### config.mk
export PLATFORM = sky130hd
export DESIGN_NAME = txline_arbiter_flat
export DESIGN_NICKNAME = d
export VERILOG_FILES = /design/src/rtl/txline_arbiter_pkg.sv /design/src/rtl/txline_arbiter_if.sv /design/src/rtl/txline_arbiter_rr_pick.sv /design/src/rtl/txline_arbiter.sv /design/src/flat_wrapper.sv
export SDC_FILE = /design/constraint.sdc
export NUM_CORES = 1
export LEC_CHECK = 0
export CORE_MARGIN = 2
export CORE_UTILIZATION = 45
export CTS_CLUSTER_DIAMETER = 50
export DETAILED_ROUTE_END_ITERATION = 16
export DONT_BUFFER_PORTS = 1
export PLACE_DENSITY = 0.73
export RECOVER_POWER = 100
export SETUP_SLACK_MARGIN = 0.3
export SLEW_MARGIN = 40
export SYNTH_ARGS = -nofsm -noshare
export SYNTH_HDL_FRONTEND = slang
export SYNTH_SLANG_ARGS = --single-unit
export TNS_END_PERCENT = 50
### constraint.sdc
create_clock -name i_clk -period 2.5 [get_ports i_clk]
set_clock_uncertainty 0.2 [all_clocks]
set_input_delay 0.25 -clock i_clk [delete_from_list [all_inputs] [get_ports i_clk]]
set_output_delay 0.25 -clock i_clk [all_outputs]
set_load 0.05 [all_outputs]
### src/rtl/txline_arbiter_pkg.sv
// Shared definitions for the txline arbiter: line terminators and arbiter state encoding.
package txline_arbiter_pkg;

  localparam logic [7:0] CHAR_LF = 8'h0a;
  localparam logic [7:0] CHAR_CR = 8'h0d;

  typedef enum logic {
    ST_IDLE    = 1'b0,
    ST_GRANTED = 1'b1
  } arb_state_e;

  // A line ends on either LF or CR.
  function automatic logic is_eol(input logic [7:0] b);
    return (b == CHAR_LF) || (b == CHAR_CR);
  endfunction

endpackage

### src/rtl/txline_arbiter_if.sv
// Requester-side and txuart-side signals of the line arbiter.
interface txline_arbiter_if #(
  parameter int unsigned NREQ = 4
) ();

  logic [NREQ-1:0]   i_stb;
  logic [8*NREQ-1:0] i_data;
  logic [NREQ-1:0]   o_busy;
  logic              o_tx_stb;
  logic [7:0]        o_tx_data;
  logic              i_tx_busy;
  logic [NREQ-1:0]   o_grant;

  modport slave (
    input  i_stb, i_data, i_tx_busy,
    output o_busy, o_tx_stb, o_tx_data, o_grant
  );

  modport master (
    output i_stb, i_data, i_tx_busy,
    input  o_busy, o_tx_stb, o_tx_data, o_grant
  );

endinterface

### src/rtl/txline_arbiter_rr_pick.sv
// Round-robin picker: first set request at or after ptr_i, wrapping modulo N.
module rr_pick #(
  parameter int unsigned N = 4
) (
  input  logic [N-1:0]         req_i,
  input  logic [$clog2(N)-1:0] ptr_i,
  output logic [N-1:0]         pick_o,
  output logic                 valid_o
);

  localparam int unsigned PW = $clog2(N);

  int unsigned k;

  always_comb begin
    pick_o  = '0;
    valid_o = 1'b0;
    k       = 0;
    for (int unsigned i = 0; i < N; i++) begin
      k = (32'(ptr_i) + i) % N;
      if (!valid_o && req_i[PW'(k)]) begin
        pick_o[PW'(k)] = 1'b1;
        valid_o        = 1'b1;
      end
    end
  end

endmodule

### src/rtl/txline_arbiter.sv
// Shares one txuart between NREQ byte streams at line granularity; an owner
// keeps the transmitter until LF/CR, MAXLINE bytes, or an idle timeout.
module txline_arbiter
  import txline_arbiter_pkg::*;
#(
  parameter int unsigned NREQ         = 4,
  parameter int unsigned MAXLINE      = 80,
  parameter int unsigned IDLE_TIMEOUT = 4096
) (
  input logic            i_clk,
  input logic            i_reset,
  txline_arbiter_if.slave bus
);

  localparam int unsigned PW = $clog2(NREQ);
  localparam int unsigned BW = $clog2(MAXLINE + 1);
  localparam int unsigned IW = $clog2(IDLE_TIMEOUT + 1);

  arb_state_e      state_q;
  logic [NREQ-1:0] grant_q;
  logic [PW-1:0]   gidx_q;
  logic [PW-1:0]   rr_q;
  logic [BW-1:0]   bcnt_q, bcnt_d;
  logic [IW-1:0]   icnt_q, icnt_d;

  logic [NREQ-1:0] pick;
  logic            pick_valid;
  logic [PW-1:0]   pick_idx;
  logic            granted;
  logic            cur_stb;
  logic [7:0]      cur_data;
  logic            xfer;
  logic            rel_c;
  logic [PW-1:0]   rr_next;
  logic [NREQ-1:0] busy_c;

  rr_pick #(.N(NREQ)) u_pick (
    .req_i  (bus.i_stb),
    .ptr_i  (rr_q),
    .pick_o (pick),
    .valid_o(pick_valid)
  );

  always_comb begin
    pick_idx = '0;
    for (int unsigned i = 0; i < NREQ; i++) begin
      if (pick[i]) pick_idx = PW'(i);
    end
  end

  // Owner's byte stream, selected by the registered grant index.
  always_comb begin
    cur_stb  = 1'b0;
    cur_data = '0;
    for (int unsigned i = 0; i < NREQ; i++) begin
      if (gidx_q == PW'(i)) begin
        cur_stb  = bus.i_stb[i];
        cur_data = bus.i_data[8*i +: 8];
      end
    end
  end

  assign granted = (state_q == ST_GRANTED);
  assign xfer    = granted && cur_stb && !bus.i_tx_busy;
  assign rr_next = (gidx_q == PW'(NREQ - 1)) ? '0 : gidx_q + PW'(1);

  always_comb begin
    bcnt_d = bcnt_q;
    icnt_d = icnt_q;
    if (xfer) begin
      bcnt_d = (bcnt_q == BW'(MAXLINE)) ? bcnt_q : bcnt_q + BW'(1);
      icnt_d = '0;
    end else if (icnt_q != IW'(IDLE_TIMEOUT)) begin
      icnt_d = icnt_q + IW'(1);
    end
  end

  // Coincident causes collapse into a single release.
  assign rel_c = (xfer && (is_eol(cur_data) || (bcnt_d == BW'(MAXLINE))))
              || (granted && !xfer && (icnt_d == IW'(IDLE_TIMEOUT)));

  always_ff @(posedge i_clk) begin
    if (i_reset) begin
      state_q <= ST_IDLE;
      grant_q <= '0;
      gidx_q  <= '0;
      rr_q    <= '0;
      bcnt_q  <= '0;
      icnt_q  <= '0;
    end else begin
      case (state_q)
        ST_IDLE: begin
          if (pick_valid) begin
            state_q <= ST_GRANTED;
            grant_q <= pick;
            gidx_q  <= pick_idx;
          end
        end
        ST_GRANTED: begin
          if (rel_c) begin
            state_q <= ST_IDLE;
            grant_q <= '0;
            rr_q    <= rr_next;
            bcnt_q  <= '0;
            icnt_q  <= '0;
          end else begin
            bcnt_q <= bcnt_d;
            icnt_q <= icnt_d;
          end
        end
        default: state_q <= ST_IDLE;
      endcase
    end
  end

  always_comb begin
    busy_c = '1;
    if (granted) busy_c[gidx_q] = bus.i_tx_busy;
  end

  assign bus.o_busy    = busy_c;
  assign bus.o_grant   = grant_q;
  assign bus.o_tx_stb  = granted && cur_stb;
  assign bus.o_tx_data = granted ? cur_data : 8'h00;

endmodule

### src/flat_wrapper.sv
// flat-port wrapper written by rule: the top's interface ports become plain ports
module txline_arbiter_flat import txline_arbiter_pkg::*;
#(
  parameter int unsigned NREQ         = 4,
  parameter int unsigned MAXLINE      = 80,
  parameter int unsigned IDLE_TIMEOUT = 4096
)
  (i_clk, i_reset, bus_i_stb, bus_i_data, bus_i_tx_busy, bus_o_busy, bus_o_tx_stb, bus_o_tx_data, bus_o_grant);
  txline_arbiter_if #(.NREQ(NREQ)) bus_i ();
  input logic i_clk;
  input logic i_reset;
  input wire logic [$bits(bus_i.i_stb)-1:0] bus_i_stb;
  input wire logic [$bits(bus_i.i_data)-1:0] bus_i_data;
  input wire logic [$bits(bus_i.i_tx_busy)-1:0] bus_i_tx_busy;
  output wire logic [$bits(bus_i.o_busy)-1:0] bus_o_busy;
  output wire logic [$bits(bus_i.o_tx_stb)-1:0] bus_o_tx_stb;
  output wire logic [$bits(bus_i.o_tx_data)-1:0] bus_o_tx_data;
  output wire logic [$bits(bus_i.o_grant)-1:0] bus_o_grant;
  assign bus_i.i_stb = bus_i_stb;
  assign bus_i.i_data = bus_i_data;
  assign bus_i.i_tx_busy = bus_i_tx_busy;
  assign bus_o_busy = bus_i.o_busy;
  assign bus_o_tx_stb = bus_i.o_tx_stb;
  assign bus_o_tx_data = bus_i.o_tx_data;
  assign bus_o_grant = bus_i.o_grant;
  txline_arbiter #(.NREQ(NREQ), .MAXLINE(MAXLINE), .IDLE_TIMEOUT(IDLE_TIMEOUT)) u_core (.i_clk(i_clk), .i_reset(i_reset), .bus(bus_i));
endmodule
==> impl_metrics.ini <==
[run_status]
outcome = finished, violations left
violations = hold timing, setup timing

[sta]
timing.final.crit_period_ns = 2.79
fin_ws_ns = -0.291
tightest_slew_ns = 0.766
setup_violations = 28
relSlewSlack = 0.488
period_share = 1.12
hold_viol = 13
fmax_ghz = 0.358
maxSlewViolCount = 0
rsz0062_at_grt = yes
hold_ws_ns = -0.177

[floorplan]
die_area_um2 = 6940
core_area_um2 = 5990
die_y_um = 83.3
die_w_um = 83.3
rows = 28
ios = 56
start_util = 0.472

[worst_setup_path]
worstPathRequired_ns = 2.50
path_cells = inv_4 > ha_4 > buf_8 > buf_8 > a21oi_2 > a221o_1 > o211a_1 > mux2_4 > a22oi_2 > buf_6 > buf_12 > buf_8 > nand4b_1 > o31ai_1
cp-end-kind = flop
worst_setup_path_start_kind = flop
worstPathArrival_ns = 2.79
cp_common_cell = buf_8
crit_type = reg -> reg
crit_path_top_delay_cell = dfxtp_4
cp_max_fo = 8
critPathMaxStageDelay_ns = 0.37

[synthesis]
ys.flop_type = dfxtp_1
synthCells = 362
synth_edf_count = 0
synth-async-reset-ratio = 0
yosys_warnings = 0
ys_seq_area_frac = 0.205
yosys.area.top_type = dfxtp_1
synth-seq-cells = 29
avgSynthCellArea_um2 = 7.82
netlist_area_um2 = 2830
synth_area_leaders = dfxtp_1 21%, ha_1 6.2%, nand2_1 4.0%, a21oi_1 3.7%, inv_1 3.7%
yosysUniqueCellTypes = 73
synth_nets = 415
synth_top_area_share = 0.205

[route]
vias = 3411
wl_per_cell_um = 19.2
drt-pass1-iter-count = 5
wl_um = 10100
via_per_inst = 6.50
drcViolationCount = 0
drtAntennaViolNets = 0
drtIter0Drc = 371

[global_routing]
grt_pass1_wl_um = 14400
antenna_found_initial = 0
grt_pass1_vias = 3090
grt_usage = 0.248
grt_max_degree = 32
grt-ovfl-total = 0

[placement]
place_hpwl_um = 6020
place_congestion = 0.945
portBuffers = 0
place_area_um2 = 3380

[layout]
nets = 502
design_area_um2 = 4200
fillers = 386
area.sequential_um2 = 591
layout-drive-gt1-share = 0.404
syn2layout_area_growth_pct = 48.5
diodes = 0
multi_input_area_um2 = 2360
final_common_cell = buf_4
final_cell_mix = 72 x buf_4, 28 x nand2_1, 25 x dfxtp_1

[clock_tree]
clock_latency_ns = 0.29
clkTransAtPathRegs_ns = 0.07
clockBufferDepth = 2
cts_root_buf = clkbuf_8
cts_hold_buffers = 3
clkSinkCount = 29
cts_tree = built
cts_buffers = 5
cts_max_level = 2

[power]
peakVddDrop_mv = 0.483
power.density_nw_per_um2 = 458
p_leak_nw = 1.72

[job]
cap_violations = 0

[min_path]
hold_path_class = in -> reg
critical path: cells and delay by family, from the launching register on:
family / cells / cell delay, ns
AOI/OAI and AO/OA: 5 / 0.79
adders and majority gates: 1 / 0.17
buffers and inverters: 6 / 0.74
DFF: 1 / 0.37
muxes: 1 / 0.29
and+or+nand+nor: 1 / 0.14
Yosys cell counts, types with 7 or more instances:
cell type  count
nand2b_1       8
inv_1         28
a31oi_1        9
dfxtp_1       29
a21oi_1       21
buf_2         10
nand3b_1      13
nand3_1       12
ha_1          14
o21ai_0       14
nand2_1       30
and2_1         8
clkbuf_1       7
nor2_1        24
sequential cells by signal (all words and copies together), names as in the netlist:
signal / cells
u_core.gidx_q: 2
u_core.bcnt_q: 7
u_core.icnt_q: 13
u_core.bus.o_grant: 4
u_core.granted: 1
u_core.rr_q: 2
routing by layer:
layer | up-vias | global-route usage | part of all wire
met5 | - | 0 | 0
met4 | 0 | 0.0686 | 0.028
met3 | 43 | 0.0507 | 0.073
met2 | 181 | 0.437 | 0.51
met1 | 1655 | 0.305 | 0.39
li1 | 1532 | - | -
logic make-up (layout without fill, tap and decap cells):
kind of cell	after synthesis	count (layout)	share of synthesized area
muxes	5	5	0.0314
DFF	29	29	0.205
AOI/OAI and AO/OA	111	111	0.286
adders and majority gates	14	14	0.0619
xor gates and xnor gates	6	6	0.0186
and+or+nand+nor	144	144	0.306
buffers and inverters	53	141	0.0906
report_power, final:
part	internal, mW	switching (mW)
logic	0.442	0.505
clock network	0.249	0.200
registers	0.485	0.0413
total	1.18	0.747
timing repair:
item / 4_1_cts / 5_1_grt
resized for setup: 77 / 24
cloned: 0 / 1
setup buffers: 15 / 12
pin swaps: 34 / 33
endpoints found under the setup margin: 37 / 42
hold endpoints to repair: 18 / 13
per-stage QoR:
step	TNS (ns)	cells	setup slack, ns	utilization	power (mW)
final	-5.54	525	-0.291	0.702	1.92
after global routing	-7.73	525	-0.372	0.702	1.99
after CTS	-4.10	512	-0.236	0.661	1.80
after detailed placement	-5.67	486	-0.346	0.564	1.20
after global placement	-3.98	486	-0.264	0.564	1.19
after floorplan	-2.72	362	-0.211	-	1.01
area by class of cell:
cell class / instances / area share
Sequential cell: 29 / 0.141
Inverter: 28 / 0.0256
Multi-Input combinational cell: 280 / 0.563
Timing Repair Buffer: 105 / 0.225
Clock buffer: 7 / 0.0229
Tap cell: 75 / 0.0223
Clock inverter: 1 / 0.00119
worst paths after layout:
kind	endpoint	startpoint	cells after the start	slack, ns
worst max-delay path	u_core.bcnt_q[3]$_SDFFE_PP0P_	u_core.gidx_q[1]$_SDFFE_PP0P_	14	-0.29
worst min-delay path	u_core.icnt_q[6]$_SDFFE_PP0P_	i_reset	1	-0.18
worst max register to register	u_core.bcnt_q[3]$_SDFFE_PP0P_	u_core.gidx_q[1]$_SDFFE_PP0P_	14	-0.29
worst min register to register	u_core.bcnt_q[5]$_SDFFE_PP0P_	u_core.bcnt_q[5]$_SDFFE_PP0P_	2	0.37
Power figures use the tool's default switching activity.
